[config.mk]
export PLATFORM = sky130hd
export DESIGN_NAME = dmem_access_unit
export DESIGN_NICKNAME = d
export VERILOG_FILES = /design/src/rtl/dmem_access_unit.sv
export SDC_FILE = /design/constraint.sdc
export NUM_CORES = 1
export LEC_CHECK = 0
export ABC_AREA = 1
export BUFFER_PORTS_ARGS = -buffer_cell sky130_fd_sc_hd__buf_2
export CAP_MARGIN = 15
export CORE_ASPECT_RATIO = 0.9
export CORE_MARGIN = 4
export CORE_UTILIZATION = 44
export DETAILED_ROUTE_END_ITERATION = 8
export GPL_TIMING_DRIVEN = 0
export PLACE_DENSITY = 0.78
export SETUP_SLACK_MARGIN = 0.02
export SYNTH_ARGS = -nofsm -noshare
export SYNTH_HDL_FRONTEND = slang
export SYNTH_SLANG_ARGS = --single-unit
[constraint.sdc]
create_clock -name clk_i -period 1.6 [get_ports clk_i]
set_clock_uncertainty 0.1 [all_clocks]
set_input_delay 0.16 -clock clk_i [delete_from_list [all_inputs] [get_ports clk_i]]
set_output_delay 0.16 -clock clk_i [all_outputs]
set_load 0.005 [all_outputs]
[src/rtl/dmem_access_unit.sv]
// Load/store access unit: byte/half/word accesses to a word-only data memory, with
// read-modify-write for sub-word stores. Define DMEM_ALIGN_CHECK_EN to reject misaligned requests.
module dmem_access_unit #(
  parameter int ADDR_W = 10
) (
  input  logic              clk_i,
  input  logic              rst_i,
  input  logic              req_valid_i,
  output logic              req_ready_o,
  input  logic              req_we_i,
  input  logic [1:0]        req_size_i,
  input  logic              req_unsigned_i,
  input  logic [31:0]       req_addr_i,
  input  logic [31:0]       req_wdata_i,
  output logic              rsp_valid_o,
  output logic [31:0]       rsp_rdata_o,
  output logic              rsp_err_o,
  output logic              mem_we_o,
  output logic              mem_re_o,
  output logic [ADDR_W-1:0] mem_addr_o,
  output logic [31:0]       mem_wdata_o,
  input  logic [31:0]       mem_rdata_i
);

  typedef enum logic [1:0] {IDLE, READ, WRITE, RESP} state_e;

  state_e              state_q, state_d;
  logic                we_q, we_d;
  logic [1:0]          size_q, size_d;
  logic                uns_q, uns_d;
  logic [1:0]          lane_q, lane_d;
  logic [ADDR_W-1:0]   idx_q, idx_d;
  // Holds store data after accept, then the merged word (store) or extended result (load).
  logic [31:0]         data_q, data_d;

  logic [4:0]          sh;
  logic [31:0]         shifted;
  logic [31:0]         load_val;
  logic [31:0]         lane_mask;
  logic [31:0]         merged;

  // Address bits above the memory index wrap around and are intentionally dropped.
  logic                unused_addr_hi;
  assign unused_addr_hi = ^req_addr_i[31:ADDR_W+2];

`ifdef DMEM_ALIGN_CHECK_EN
  logic                err_q, err_d;
  logic                misaligned;
  assign misaligned = req_size_i[1] ? (req_addr_i[1:0] != 2'b00)
                                    : (req_size_i[0] & req_addr_i[0]);
`endif

  // Lane extraction and merge; a half access uses only addr[1], so bit 0 is dropped.
  always_comb begin
    sh        = size_q[1] ? 5'd0 : (size_q[0] ? {lane_q[1], 4'b0000} : {lane_q, 3'b000});
    shifted   = mem_rdata_i >> sh;
    if (size_q[1]) begin
      load_val = shifted;
    end else if (size_q[0]) begin
      load_val = {{16{~uns_q & shifted[15]}}, shifted[15:0]};
    end else begin
      load_val = {{24{~uns_q & shifted[7]}}, shifted[7:0]};
    end
    lane_mask = (size_q[0] ? 32'h0000_FFFF : 32'h0000_00FF) << sh;
    merged    = (mem_rdata_i & ~lane_mask) | ((data_q << sh) & lane_mask);
  end

  always_comb begin
    state_d     = state_q;
    we_d        = we_q;
    size_d      = size_q;
    uns_d       = uns_q;
    lane_d      = lane_q;
    idx_d       = idx_q;
    data_d      = data_q;
`ifdef DMEM_ALIGN_CHECK_EN
    err_d       = err_q;
`endif
    req_ready_o = 1'b0;
    rsp_valid_o = 1'b0;
    rsp_rdata_o = '0;
    rsp_err_o   = 1'b0;
    mem_we_o    = 1'b0;
    mem_re_o    = 1'b0;
    mem_addr_o  = '0;
    mem_wdata_o = '0;

    unique case (state_q)
      IDLE: begin
        req_ready_o = 1'b1;
        if (req_valid_i) begin
          we_d   = req_we_i;
          size_d = req_size_i;
          uns_d  = req_unsigned_i;
          lane_d = req_addr_i[1:0];
          idx_d  = req_addr_i[ADDR_W+1:2];
          data_d = req_wdata_i;
`ifdef DMEM_ALIGN_CHECK_EN
          err_d  = misaligned;
          if (misaligned) begin
            state_d = RESP;
          end else
`endif
          if (req_we_i && req_size_i[1]) begin
            state_d = WRITE;
          end else begin
            state_d = READ;
          end
        end
      end
      READ: begin
        mem_re_o   = 1'b1;
        mem_addr_o = idx_q;
        data_d     = we_q ? merged : load_val;
        state_d    = we_q ? WRITE : RESP;
      end
      WRITE: begin
        mem_we_o    = 1'b1;
        mem_addr_o  = idx_q;
        mem_wdata_o = data_q;
        state_d     = RESP;
      end
      RESP: begin
        rsp_valid_o = 1'b1;
`ifdef DMEM_ALIGN_CHECK_EN
        rsp_err_o   = err_q;
        rsp_rdata_o = (we_q || err_q) ? 32'd0 : data_q;
`else
        rsp_rdata_o = we_q ? 32'd0 : data_q;
`endif
        state_d     = IDLE;
      end
    endcase

    // Outputs are forced quiet during reset so an interrupted WRITE never reaches memory.
    if (rst_i) begin
      req_ready_o = 1'b0;
      rsp_valid_o = 1'b0;
      rsp_rdata_o = '0;
      rsp_err_o   = 1'b0;
      mem_we_o    = 1'b0;
      mem_re_o    = 1'b0;
      mem_addr_o  = '0;
      mem_wdata_o = '0;
    end
  end

  always_ff @(posedge clk_i) begin
    if (rst_i) begin
      state_q <= IDLE;
      we_q    <= 1'b0;
      size_q  <= 2'b00;
      uns_q   <= 1'b0;
      lane_q  <= 2'b00;
      idx_q   <= '0;
      data_q  <= '0;
`ifdef DMEM_ALIGN_CHECK_EN
      err_q   <= 1'b0;
`endif
    end else begin
      state_q <= state_d;
      we_q    <= we_d;
      size_q  <= size_d;
      uns_q   <= uns_d;
      lane_q  <= lane_d;
      idx_q   <= idx_d;
      data_q  <= data_d;
`ifdef DMEM_ALIGN_CHECK_EN
      err_q   <= err_d;
`endif
    end
  end

endmodule

* Word-level counts from Yosys, hierarchy flattened *
Cells that the tools add are included.

word-level totals
  register bits = 50
  input bits = 103

cells by class
  equality and inequality tests = 4
  shift operators = 3
  multiplexer cells = 27
  bitwise logic cells = 7
  reduce and logical (&&, ||, !) cells = 6

operators by type and width
  cell                                                                    count
  32-bit two-way mux                                                      9
  32-bit bitwise AND                                                      2
  32-bit case mux with 2 select lines                                     1
  32-bit NOT                                                              1
  32-bit OR                                                               1
  16-bit by 5-bit << shifter with 32-bit output                           1
  32-bit by 5-bit << shifter with 32-bit output                           1
  32-bit by 5-bit right shift with 32-bit output                          1
  10-bit two-way mux                                                      2
  16-bit two-way mux                                                      1
  1-bit two-way mux                                                       9
  2-bit case mux with 4 select lines                                      1
  5-bit two-way mux                                                       1
  2-bit equality test (second input constant)                             2
  2-bit two-way mux                                                       2
  4-bit two-way mux                                                       1
  2-bit AND reduction                                                     2
  1-bit bitwise AND                                                       2
  2-bit by 1-bit equality test with 1-bit output (second input constant)  1
  2-bit logical NOT                                                       1
  2-bit inequality test (second input constant)                           1
  2-bit nonzero test                                                      1
  2-bit OR reduction                                                      1
  1-bit logical AND                                                       1
  1-bit NOT                                                               1

* Longest topological paths before layout *
Gate-level depths: netlist (run 1).

  depth after elaboration = 8
  depth in mapped cells = 12
  depth with buffers taken out = 10

* Worst setup path after synthesis (run 1) *
Ideal clock, no wire load.

  kind = register to register
  from = register state_q[0]
  to = register data_q[15]
  arrival time = 1507 ps
  data required time = 1430 ps
  path slack = -77 ps
  cell stages (with the launch flop) = 10
  path buffers = 1
  period minus slack after synthesis = 1677 ps
  path through = dfxtp_1 inv_1 ha_1 nand2_1 o21ai_1 inv_2 clkbuf_1 a21oi_1 o21a_1 a21oi_1

between the ends
  word-level cells in the longest chain between the ends = 3
  elaborated cells between the ends (all ways) = 6
  classes of those cells = eq/ne (2); mux (1); reduce/logical (3)

RTL lines
  what                                                                                        line  text
  start, declared                                                                             27    state_e state_q, state_d;
  start signal, assigned                                                                      161   state_q <= state_d;
  2-bit by 1-bit equality test with 1-bit output / 2-bit logical NOT (equally long branches)  88    unique case (state_q)
  2-bit nonzero test (no line) / 2-bit inequality test (equally long branches)                --
  2-bit AND reduction (no line)                                                               --
  end signal, assigned                                                                        167   data_q <= data_d;
  end, declared                                                                               34    logic [31:0] data_q, data_d;

Several ways; a longest one is shown, not always the timed one.
A chain may end at the register's enable or synchronous reset.

* Worst setup path after layout (run 1) *
  from = register state_q[0]
  to = output port rsp_rdata_o[16]

between the ends
  word-level cells in the longest chain between the ends = 3

RTL lines
  what                 line  text
  2-bit equality test  88
  32-bit two-way mux   88
  32-bit two-way mux   136   if (rst_i) begin
  end, declared        16    output logic [31:0] rsp_rdata_o,

Every way passes these cells.

==> flow_metrics.py, run 1 <==
metrics = {
    "route": {
        "wirelength_mm": 20.4,
        "drc": 0,
        "ant_nets": 0,
        "dr.pass1.iters": 7,
        "wl_per_cell_microns": 18.4,
        "avgViaCountPerCell": 5.53,
        "drt_iter0_markers": 556,
        "num_vias": 6133,
    },
    "placed_design": {
        "portBuffers": 159,
        "place_congestion": 1.03,
        "hpwl_mm": 13.2,
        "place_area_sq_um": 5230,
        "dp_slack_ns": -0.389,
    },
    "global_route": {
        "use_met1_pct": 41.4,
        "track_usage_pct": 32.7,
        "grt_max_degree": 19,
        "gr-total-overflow": 0,
        "grtUsageMet2_pct": 51.5,
        "antenna_found_initial": 0,
        "grt_first_pass_wirelength_mm": 29.5,
        "grt-busiest-layer": "met2",
        "grt_pass1_vias": 5640,
        "use_met3_pct": 10.7,
    },
    "setup_path": {
        "reg2reg_depth": 9,
        "crit_chain": "ha_4, inv_2, nor2_4, nand2_8, buf_8, nor2_1, buf_2",
        "cp.arrival_ns": 1.59,
        "critPathSlowestCell": "dfxtp_4",
        "start_kind": "flop",
        "worst-path-max-fanout": 8,
        "path_delay_family": "flip-flops",
        "rrSetupSlack_ns": -0.16,
        "required_ns": 1.34,
        "critical_path_class": "flop to output pin",
        "slowest_delay_ns": 0.40,
        "worstReg2RegStart": "state_q[0]$_SDFFE_PP0P_",
        "cp.buffers_inverters": 3,
        "setup.worst_path.end_class": "output pin",
    },
    "clocking": {
        "htreeDepth": 2,
        "cts.clk_slew.worst_paths_ns": 0.11,
        "clk_root_buffer_cell": "clkbuf_8",
        "cts_tree": "done",
        "numCtsBuffers": 5,
        "cts_sinks": 50,
        "clockBufferDepth": 2,
        "clock_latency_ns": 0.32,
    },
    "logic_synthesis": {
        "ys_types": 34,
        "synth_fp_nets": 869,
        "ys_warn_count": 0,
        "yosysSeqAreaShare_pct": 23.5,
        "synth_top_area_cell": "dfxtp_1",
        "synthCells": 762,
        "synth_most_common_cell": "nand2_1",
        "synthesis.area_sq_um": 4250,
        "synth_area_leaders": "dfxtp_1 24%, nand2_1 17%, nor2_1 13%",
        "synth_seq_cells": 50,
        "synth-edff-count": 0,
        "yosysTopAreaCellShare_pct": 23.5,
        "ys_async_sr_fraction_pct": 0,
        "synthTopCellsByCount": "192 x nand2_1, 149 x nor2_1, 83 x inv_1",
        "avgSynthCellArea_sq_um": 5.58,
        "ys.flop_type": "dfxtp_1",
    },
    "hold_path": {
        "worst_hold_path_type": "input port to flop",
        "hp-start": "req_addr_i[8]",
        "hold_depth": 3,
        "hold-path-endpoint": "idx_q[6]$_SDFFE_PP0P_",
    },
    "flow_run": {
        "max_cap_violations": 0,
    },
    "floorplan": {
        "boundaryPins": 182,
        "die-area_sq_um": 11300,
        "core_sq_um": 9290,
        "chipHeight_microns": 101,
        "std_cell_rows": 33,
        "initial_core_util_pct": 45.8,
        "fp.dieW_microns": 112,
    },
    "timing": {
        "hold_viol": 1,
        "rsz0062_at_grt": "true",
        "finalCriticalPeriod_ns": 1.85,
        "fmax_mhz": 542,
        "drv_slew": 0,
        "holdWs_ns": -0.00784,
        "setup_viol": 108,
        "setup_slack_ns": -0.245,
        "fin_crit_sh_pct": 115,
    },
    "outcome": {
        "status": "complete, but fails checks",
        "violations": "hold timing, setup timing",
    },
    "finish": {
        "fillers": 700,
        "drive_gt1_share_pct": 43.0,
        "synthToLayoutAreaGrowth_pct": 65.1,
        "antenna_cells": 0,
        "fin_util_pct": 75.6,
        "fin_area_sq_um": 7020,
        "final_nets": 1093,
    },
    "power": {
        "powerDensity_nw_per_um2": 1780,
        "ir_drop_mv": 1.04,
        "p_leak_nw": 3.51,
    },
}
[report_power, final]
part	leakage [nW]	internal (mW)	switching [mW]
clock	0.0491	0.324	0.528
combinational	3.05	3.90	5.35
sequential	0.417	1.82	0.555
total	3.51	6.05	6.43
[repair_timing]
action                     4_1_cts  5_1_grt
cloned                          13        2
pin swaps                       40       25
setup buffers                   28       13
hold buffers                     7        0
resized for setup              183      140
setup endpoints to repair      119      126
hold endpoints to repair         7        0
[cell usage in the layout (no fill, tap or decap), types with 4 or more instances in the layout]
| cell type | instances |
|---|---|
| buf_12 | 12 |
| o21ai_4 | 9 |
| a21oi_2 | 22 |
| clkbuf_1 | 5 |
| o21ai_0 | 62 |
| nor2_1 | 99 |
| inv_4 | 5 |
| nor2_4 | 28 |
| inv_1 | 76 |
| dfxtp_1 | 45 |
| clkbuf_2 | 7 |
| buf_8 | 10 |
| a21oi_1 | 45 |
| o211ai_1 | 4 |
| clkbuf_8 | 5 |
| nor2_2 | 23 |
| inv_2 | 5 |
| nand3_1 | 25 |
| buf_6 | 24 |
| nand2_1 | 168 |
| dfxtp_4 | 4 |
| clkbuf_16 | 6 |
| ha_4 | 4 |
| dlygate4sd3_1 | 7 |
| o21ai_1 | 15 |
| nand2_2 | 18 |
| nand3_2 | 18 |
| nand2_8 | 4 |
| nand2_4 | 9 |
| buf_2 | 161 |
| buf_4 | 31 |
[logic make-up after synthesis]
logic type               after synthesis  share of synthesized area [%]
other                                  1                         0.0882
adder cells (fa/ha/maj)                4                           1.18
AO/OA/AOI/OAI                        167                           20.9
flip-flops                            50                           23.5
buffers and inverters                140                           14.8
AND/OR/NAND/NOR                      397                           38.8
multiplexers                           3                          0.706
[per-stage QoR]
step                      power, mW  std cells  setup TNS (ns)
after floorplan                6.09        762               0
after global placement         7.74       1043          -26.61
after detailed placement       7.76       1043          -26.13
after CTS                      11.1       1098          -12.83
after global routing           13.1       1109          -22.18
final                          12.5       1109          -16.68
[routing by layer]
layer / vias to the layer above / routed length [microns]
li1: 2851 / -
met1: 2767 / 8030
met2: 422 / 9110
met3: 93 / 2310
met4: 0 / 961
met5: - / 0
[area by class of cell]
class	instances	area, sq um	share of cell area, %
plain buffers	48	566	8.05
repair buffers	219	1480	21.0
clock inverters	3	26.3	0.374
flip-flops and latches	50	1020	14.5
clock buffers	5	68.8	0.980
well taps	122	153	2.17
inverters	89	362	5.15
multi-input cells	573	3350	47.8
[how the worst max path moves through the flow]
stage | start | end | slack (ns) | cells past startpoint
after floorplan | state_q[0]$_SDFFE_PP0P_ | data_q[3]$_SDFFE_PP0P_ | 0.04 | 10
after global placement | state_q[1]$_SDFFE_PP0P_ | flop | -0.39 | 8
after detailed placement | state_q[1]$_SDFFE_PP0P_ | flop | -0.39 | 7
after CTS | state_q[0]$_SDFFE_PP0P_ | rsp_rdata_o[18] | -0.19 | 7
after global routing | state_q[0]$_SDFFE_PP0P_ | rsp_rdata_o[16] | -0.30 | 7
final | state_q[0]$_SDFFE_PP0P_ | rsp_rdata_o[16] | -0.25 | 7
[worst min-delay path: stages]
cell and delay (ns):
buf_2 0.07, o21ai_0 0.07, nor2_1 0.08
(Power assumes the default switching activity.)
==> run 2: changes to the inputs <==
- ABC_AREA: 1 -> 0
- PLACE_DENSITY: 0.78 -> 0.77
==> run 2 against run 1 <==
Against the previous run: the flow finishes with violations (DRC, setup timing); non-clock buffer count increased by 1; via count increased by 3.7%; register-to-register slack got worse by 0.39 ns; cell count decreased by 12%; clock-buffer cell count unchanged; sequential share of layout area decreased by 0.80 points; die area increased by 0.93%; critical path type is now flop to flop; highest routed layer unchanged.
==> flow_metrics.py, run 2 <==
metrics = {
    "route": {
        "avgViaCountPerCell": 6.52,
        "wirelength_mm": 25.8,
        "ant_nets": 0,
        "num_vias": 6360,
        "dr.pass1.iters": 9,
        "drc": 9,
        "wl_per_cell_microns": 26.4,
        "drt_iter0_markers": 761,
    },
    "global_route": {
        "use_met1_pct": 49.0,
        "track_usage_pct": 36.5,
        "grt_pass1_vias": 5909,
        "antenna_found_initial": 0,
        "grt-busiest-layer": "met2",
        "grt_max_degree": 19,
        "grtUsageMet2_pct": 57.4,
        "gr-total-overflow": 0,
        "use_met3_pct": 7.11,
        "grt_first_pass_wirelength_mm": 32.6,
    },
    "setup_path": {
        "critical_path_class": "flop to flop",
        "start_kind": "flop",
        "cp.arrival_ns": 2.26,
        "reg2reg_depth": 8,
        "required_ns": 1.71,
        "worstReg2RegStart": "state_q[0]$_SDFFE_PP0P_",
        "worst-path-max-fanout": 10,
        "setup.worst_path.end_class": "flop",
        "rrSetupSlack_ns": -0.55,
        "critPathLaunch": "state_q[0]$_SDFFE_PP0P_",
    },
    "floorplan": {
        "std_cell_rows": 33,
        "die-area_sq_um": 11400,
        "initial_core_util_pct": 46.0,
        "chipHeight_microns": 102,
        "boundaryPins": 182,
        "core_sq_um": 9330,
        "fp.dieW_microns": 112,
    },
    "outcome": {
        "violations": "DRC, setup timing",
        "status": "complete, but fails checks",
    },
    "timing": {
        "setup_viol": 122,
        "fin_crit_sh_pct": 135,
        "rsz0062_at_grt": "true",
        "slew_headroom_pct": 41.5,
        "tightestPinTransition_ns": 0.877,
        "fmax_mhz": 465,
        "finalCriticalPeriod_ns": 2.15,
        "tns_ns": -45.10,
        "setup_slack_ns": -0.552,
        "hold_viol": 0,
        "drv_slew": 0,
        "holdWs_ns": 0.108,
    },
    "finish": {
        "drive_gt1_share_pct": 50.9,
        "antenna_cells": 0,
        "synthToLayoutAreaGrowth_pct": 73.0,
        "final_cell_mix": "105 x buf_2, 72 x buf_6, 59 x and2_4, 59 x nand2_1, 50 x nor2_1",
        "fin_util_pct": 79.7,
        "fillers": 571,
        "fin_area_sq_um": 7430,
        "layout_commonest_cell": "buf_2",
        "final_nets": 960,
        "layout.cells.non_filler": 976,
    },
    "logic_synthesis": {
        "ys.flop_type": "dfxtp_1",
        "synth_top_area_cell": "dfxtp_1",
        "avgSynthCellArea_sq_um": 6.77,
        "synth_fp_nets": 742,
        "yosysTopAreaCellShare_pct": 23.3,
        "yosysSeqAreaShare_pct": 23.3,
        "synth-edff-count": 0,
        "ys_types": 42,
        "synthCells": 635,
        "synthesis.area_sq_um": 4300,
        "ys_warn_count": 0,
        "synth_area_leaders": "dfxtp_1 23%, and2_1 11%, a21oi_1 7.9%",
        "synth_most_common_cell": "and2_1",
        "ys_async_sr_fraction_pct": 0,
        "synthTopCellsByCount": "76 x and2_1, 70 x nand2_1, 68 x a21oi_1",
        "synth_seq_cells": 50,
    },
    "clocking": {
        "htreeDepth": 2,
        "cts_sinks": 50,
        "clockBufferDepth": 2,
        "numCtsBuffers": 5,
        "clk_root_buffer_cell": "clkbuf_8",
        "cts_tree": "done",
        "clock_latency_ns": 0.33,
        "cts.clk_slew.worst_paths_ns": 0.12,
    },
    "placed_design": {
        "hpwl_mm": 14.7,
        "place_area_sq_um": 5400,
        "portBuffers": 159,
        "dp.cells": 916,
        "place_congestion": 0.968,
        "dp_slack_ns": -0.629,
    },
    "power": {
        "p_leak_nw": 3.23,
        "powerDensity_nw_per_um2": 1420,
        "ir_drop_mv": 1.05,
        "fin_total_pwr_mw": 10.5,
    },
    "hold_path": {
        "worst_hold_path_type": "input port to flop",
    },
    "flow_run": {
        "max_cap_violations": 0,
    },
}
-- run 2: cell count changes after synthesis, sizes merged, moves of 32 or more --
cell	change
nor2b	+32
nor2	-91
inv	-67
and2	+76
nand2	-128
o21ai	-37
-- run 2: how the worst min path moves through the flow --
stage,start,endpoint,slack [ns],cells after the start
3_5_place_dp,req_addr_i[3],idx_q[1]$_SDFFE_PP0P_,0.31,3
6_report,mem_rdata_i[20],flop,0.11,3
3_3_place_gp,req_addr_i[9],idx_q[7]$_SDFFE_PP0P_,0.30,3
4_1_cts,mem_rdata_i[20],flop,0.12,3
5_1_grt,mem_rdata_i[20],flop,0.14,3
2_1_floorplan,req_addr_i[2],idx_q[0]$_SDFFE_PP0P_,0.20,2
-- run 2: report_power, final --
part           leakage [nW]  switching, mW  total (mW)  internal, mW
clock                0.0506          0.553       0.883         0.330
combinational          2.76           3.89        7.09          3.19
sequential            0.415          0.800        2.57          1.77
-- run 2: timing repair --
action | in CTS | in global routing
resized for setup | 200 | 178
hold endpoints to repair | 16 | 0
endpoints found under the setup margin | 126 | 121
setup buffers | 26 | 5
cloned | 7 | 3
hold buffers | 16 | 0
pin swaps | 47 | 13
-- run 2: layout make-up --
cell class	instances	area, sq um	area share [%]
buffer	53	586	7.88
clock inverter	3	28.8	0.387
clock buffer	5	68.8	0.926
sequential	50	1020	13.7
tap	122	153	2.05
inverter	21	78.8	1.06
multi-input combinational	507	3670	49.4
timing repair buffer	215	1830	24.7
-- run 2: worst max-delay path, stage by stage, from the launching register on --
cell,delay (ns)
dfxtp_4,0.40
buf_4,0.13
ha_2,0.20
buf_6,0.16
clkbuf_4,0.27
a21oi_1,0.09
a311o_1,0.30
o21ai_0,0.32
a21oi_2,0.06
-- run 2: cell families (layout without fill, tap and decap cells) --
group	count (synthesis)	count (layout)	share of synthesized area, %
mux	9	9	2.33
other cells	1	1	0.0873
simple gates	295	295	34.9
fa+ha+maj	4	4	1.16
compound gates	198	198	30.8
flops	50	50	23.3
buf+inv	78	297	7.51
-- run 2: layer usage --
layer / wire length, microns / vias to the layer above
met4: 1670 / 0
met3: 3170 / 159
met2: 11400 / 571
li1: - / 2651
met5: 0 / -
met1: 9560 / 2979
==> run 3: changes to the inputs <==
- CORE_MARGIN: 4 -> default
- CTS_CLUSTER_DIAMETER: default -> 150
==> run 3 against run 2 <==
Against the previous run: the flow finishes with violations (setup timing); critical path depth decreased by 1; combinational power rose by 3%; clock-buffer cell count did not move; flip-flop and latch count is the same.
==> flow_metrics.py, run 3 (same netlist as run 2, synthesis figures left out) <==
metrics = {
    "hold_path": {
        "worst_hold_path_type": "input port to flop",
    },
    "floorplan": {
        "fp.dieW_microns": 106,
        "die-area_sq_um": 10200,
        "boundaryPins": 182,
        "core_sq_um": 9290,
        "initial_core_util_pct": 46.2,
        "std_cell_rows": 33,
        "chipHeight_microns": 95.7,
    },
    "power": {
        "p_leak_nw": 3.13,
        "fin_total_pwr_mw": 10.7,
        "switching_share_pct": 47.9,
        "power.share.clock_pct": 8.3,
        "p_sw_mw": 5.12,
        "powerDensity_nw_per_um2": 1500,
        "p_int_mw": 5.57,
        "p_comb_share_pct": 68.2,
        "p_seq_share_pct": 23.5,
        "ir_drop_mv": 0.916,
    },
    "timing": {
        "drv_slew": 0,
        "setup_viol": 123,
        "fin_crit_sh_pct": 127,
        "hold_viol": 0,
        "slew_headroom_pct": 44.9,
        "finalCriticalPeriod_ns": 2.04,
        "tightestPinTransition_ns": 0.826,
        "rsz0062_at_grt": "true",
        "setup_slack_ns": -0.439,
        "fmax_mhz": 490,
        "tns_ns": -42.10,
    },
    "route": {
        "wirelength_mm": 23.1,
        "ant_nets": 0,
        "wl_per_cell_microns": 23.6,
        "dr.pass1.iters": 5,
        "num_vias": 6226,
        "avgViaCountPerCell": 6.37,
        "drc": 0,
        "drt_iter0_markers": 638,
    },
    "finish": {
        "fillers": 673,
        "drive_gt1_share_pct": 45.4,
        "final_cell_mix": "147 x buf_2, 64 x nand2_1, 56 x and2_1",
        "layout_commonest_cell": "buf_2",
        "synthToLayoutAreaGrowth_pct": 65.6,
        "multi_input_area_sq_um": 3570,
        "antenna_cells": 0,
        "final_nets": 962,
        "layout.area.seq_sq_um": 1020,
    },
    "outcome": {
        "status": "complete, but fails checks",
        "violations": "setup timing",
    },
    "clocking": {
        "cts_tree": "done",
        "cts.clk_slew.worst_paths_ns": 0.13,
        "clockBufferDepth": 2,
        "clock_latency_ns": 0.34,
        "cts_sinks": 50,
        "htreeDepth": 2,
        "numCtsBuffers": 5,
        "clk_root_buffer_cell": "clkbuf_8",
    },
    "placed_design": {
        "portBuffers": 159,
        "place_congestion": 0.958,
        "dp_slack_ns": -0.610,
        "hpwl_mm": 14.1,
    },
    "setup_path": {
        "cp.arrival_ns": 1.78,
        "start_kind": "flop",
        "setup.worst_path.end_class": "output pin",
        "critPathSlowestCell": "dfxtp_4",
        "critical_path_class": "flop to output pin",
        "required_ns": 1.34,
        "worst_path_most_repeated_cell": "nor2b_4",
        "crit_chain": "ha_4, nor2b_4, nor2b_4, buf_12, buf_8, and2_1, buf_2",
        "slowest_delay_ns": 0.41,
        "worst-path-max-fanout": 7,
    },
    "global_route": {
        "track_usage_pct": 39.9,
        "antenna_found_initial": 0,
        "grt_first_pass_wirelength_mm": 30.5,
        "grt_pass1_vias": 5521,
        "grt_max_degree": 19,
        "gr-total-overflow": 0,
    },
    "flow_run": {
        "max_cap_violations": 0,
    },
}
[run 3: cell count changes in the layout (fill, tap and decap cells not counted), moves of 5 or more]
cell     before  now
nor2_1       50   45
buf_6        72   34
nand3_1      20   28
nand3_2      10    2
buf_2       105  147
o21ai_1      14    6
and2_1       17   56
o21ai_0      33   42
nand2_1      59   64
and2_4       59   20
[run 3: repair_timing]
item                                    in CTS  in global routing
gates cloned                                 5                  5
buffers inserted                            18                 16
endpoints found under the hold margin       16                  0
hold buffers                                16                  0
gates resized for setup                    161                123
endpoints found under the setup margin     126                127
pin swaps                                   18                 25
[run 3: layout make-up]
type,count,share of cell area (%)
buffer,52,8.34
timing repair buffer,217,22.4
sequential,50,14.3
clock buffer,5,0.967
tap,122,2.15
inverter,21,1.18
multi-input combinational,508,50.3
clock inverter,3,0.369
[run 3: metal layers]
metal / wire (microns) / global-route usage (%) / up-vias
met3: 2730 / 9.48 / 112
met5: 0 / 0 / -
met1: 8900 / 50.5 / 2909
met4: 1100 / 17.8 / 0
met2: 10400 / 65.0 / 541
li1: - / - / 2664
[run 3: worst max-delay path: cells and delay by family, from the launching register on]
family                     cells  cell delay, ns
buffers and inverters          3            0.42
and+or+nand+nor                3            0.45
adders and majority gates      1            0.16
DFF                            1            0.41
[run 3: power by group through the flow]
stage	logic [mW]	registers, mW	clock network, mW
after floorplan	3.10	2.10	0
after global placement	4.22	2.32	0
after detailed placement	4.30	2.36	0
after CTS	5.94	2.38	0.845
after global routing	7.61	2.55	0.915
final	7.29	2.51	0.887
[run 3: path summary, 6_finish.rpt]
| kind | startpoint | to | slack (ns) | cells past startpoint |
|---|---|---|---|---|
| max | state_q[1]$_SDFFE_PP0P_ | rsp_rdata_o[15] | -0.44 | 7 |
| min | mem_rdata_i[20] | flop | 0.12 | 3 |
| max reg2reg | size_q[0]$_SDFFE_PP0P_ | flop | -0.42 | 7 |
| min reg2reg | idx_q[4]$_SDFFE_PP0P_ | idx_q[4]$_SDFFE_PP0P_ | 0.38 | 2 |
[run 3: through the flow]
stage                     util [%]  hold WS (ns)  std cells  area, sq um
after detailed placement      58.1         0.310        916         5400
after global routing          76.6         0.116        978         7110
final                         76.6         0.120        978         7110
after global placement        58.1         0.302        916         5400
after CTS                     69.6        0.0949        960         6460
after floorplan                  -         0.196        635         4450
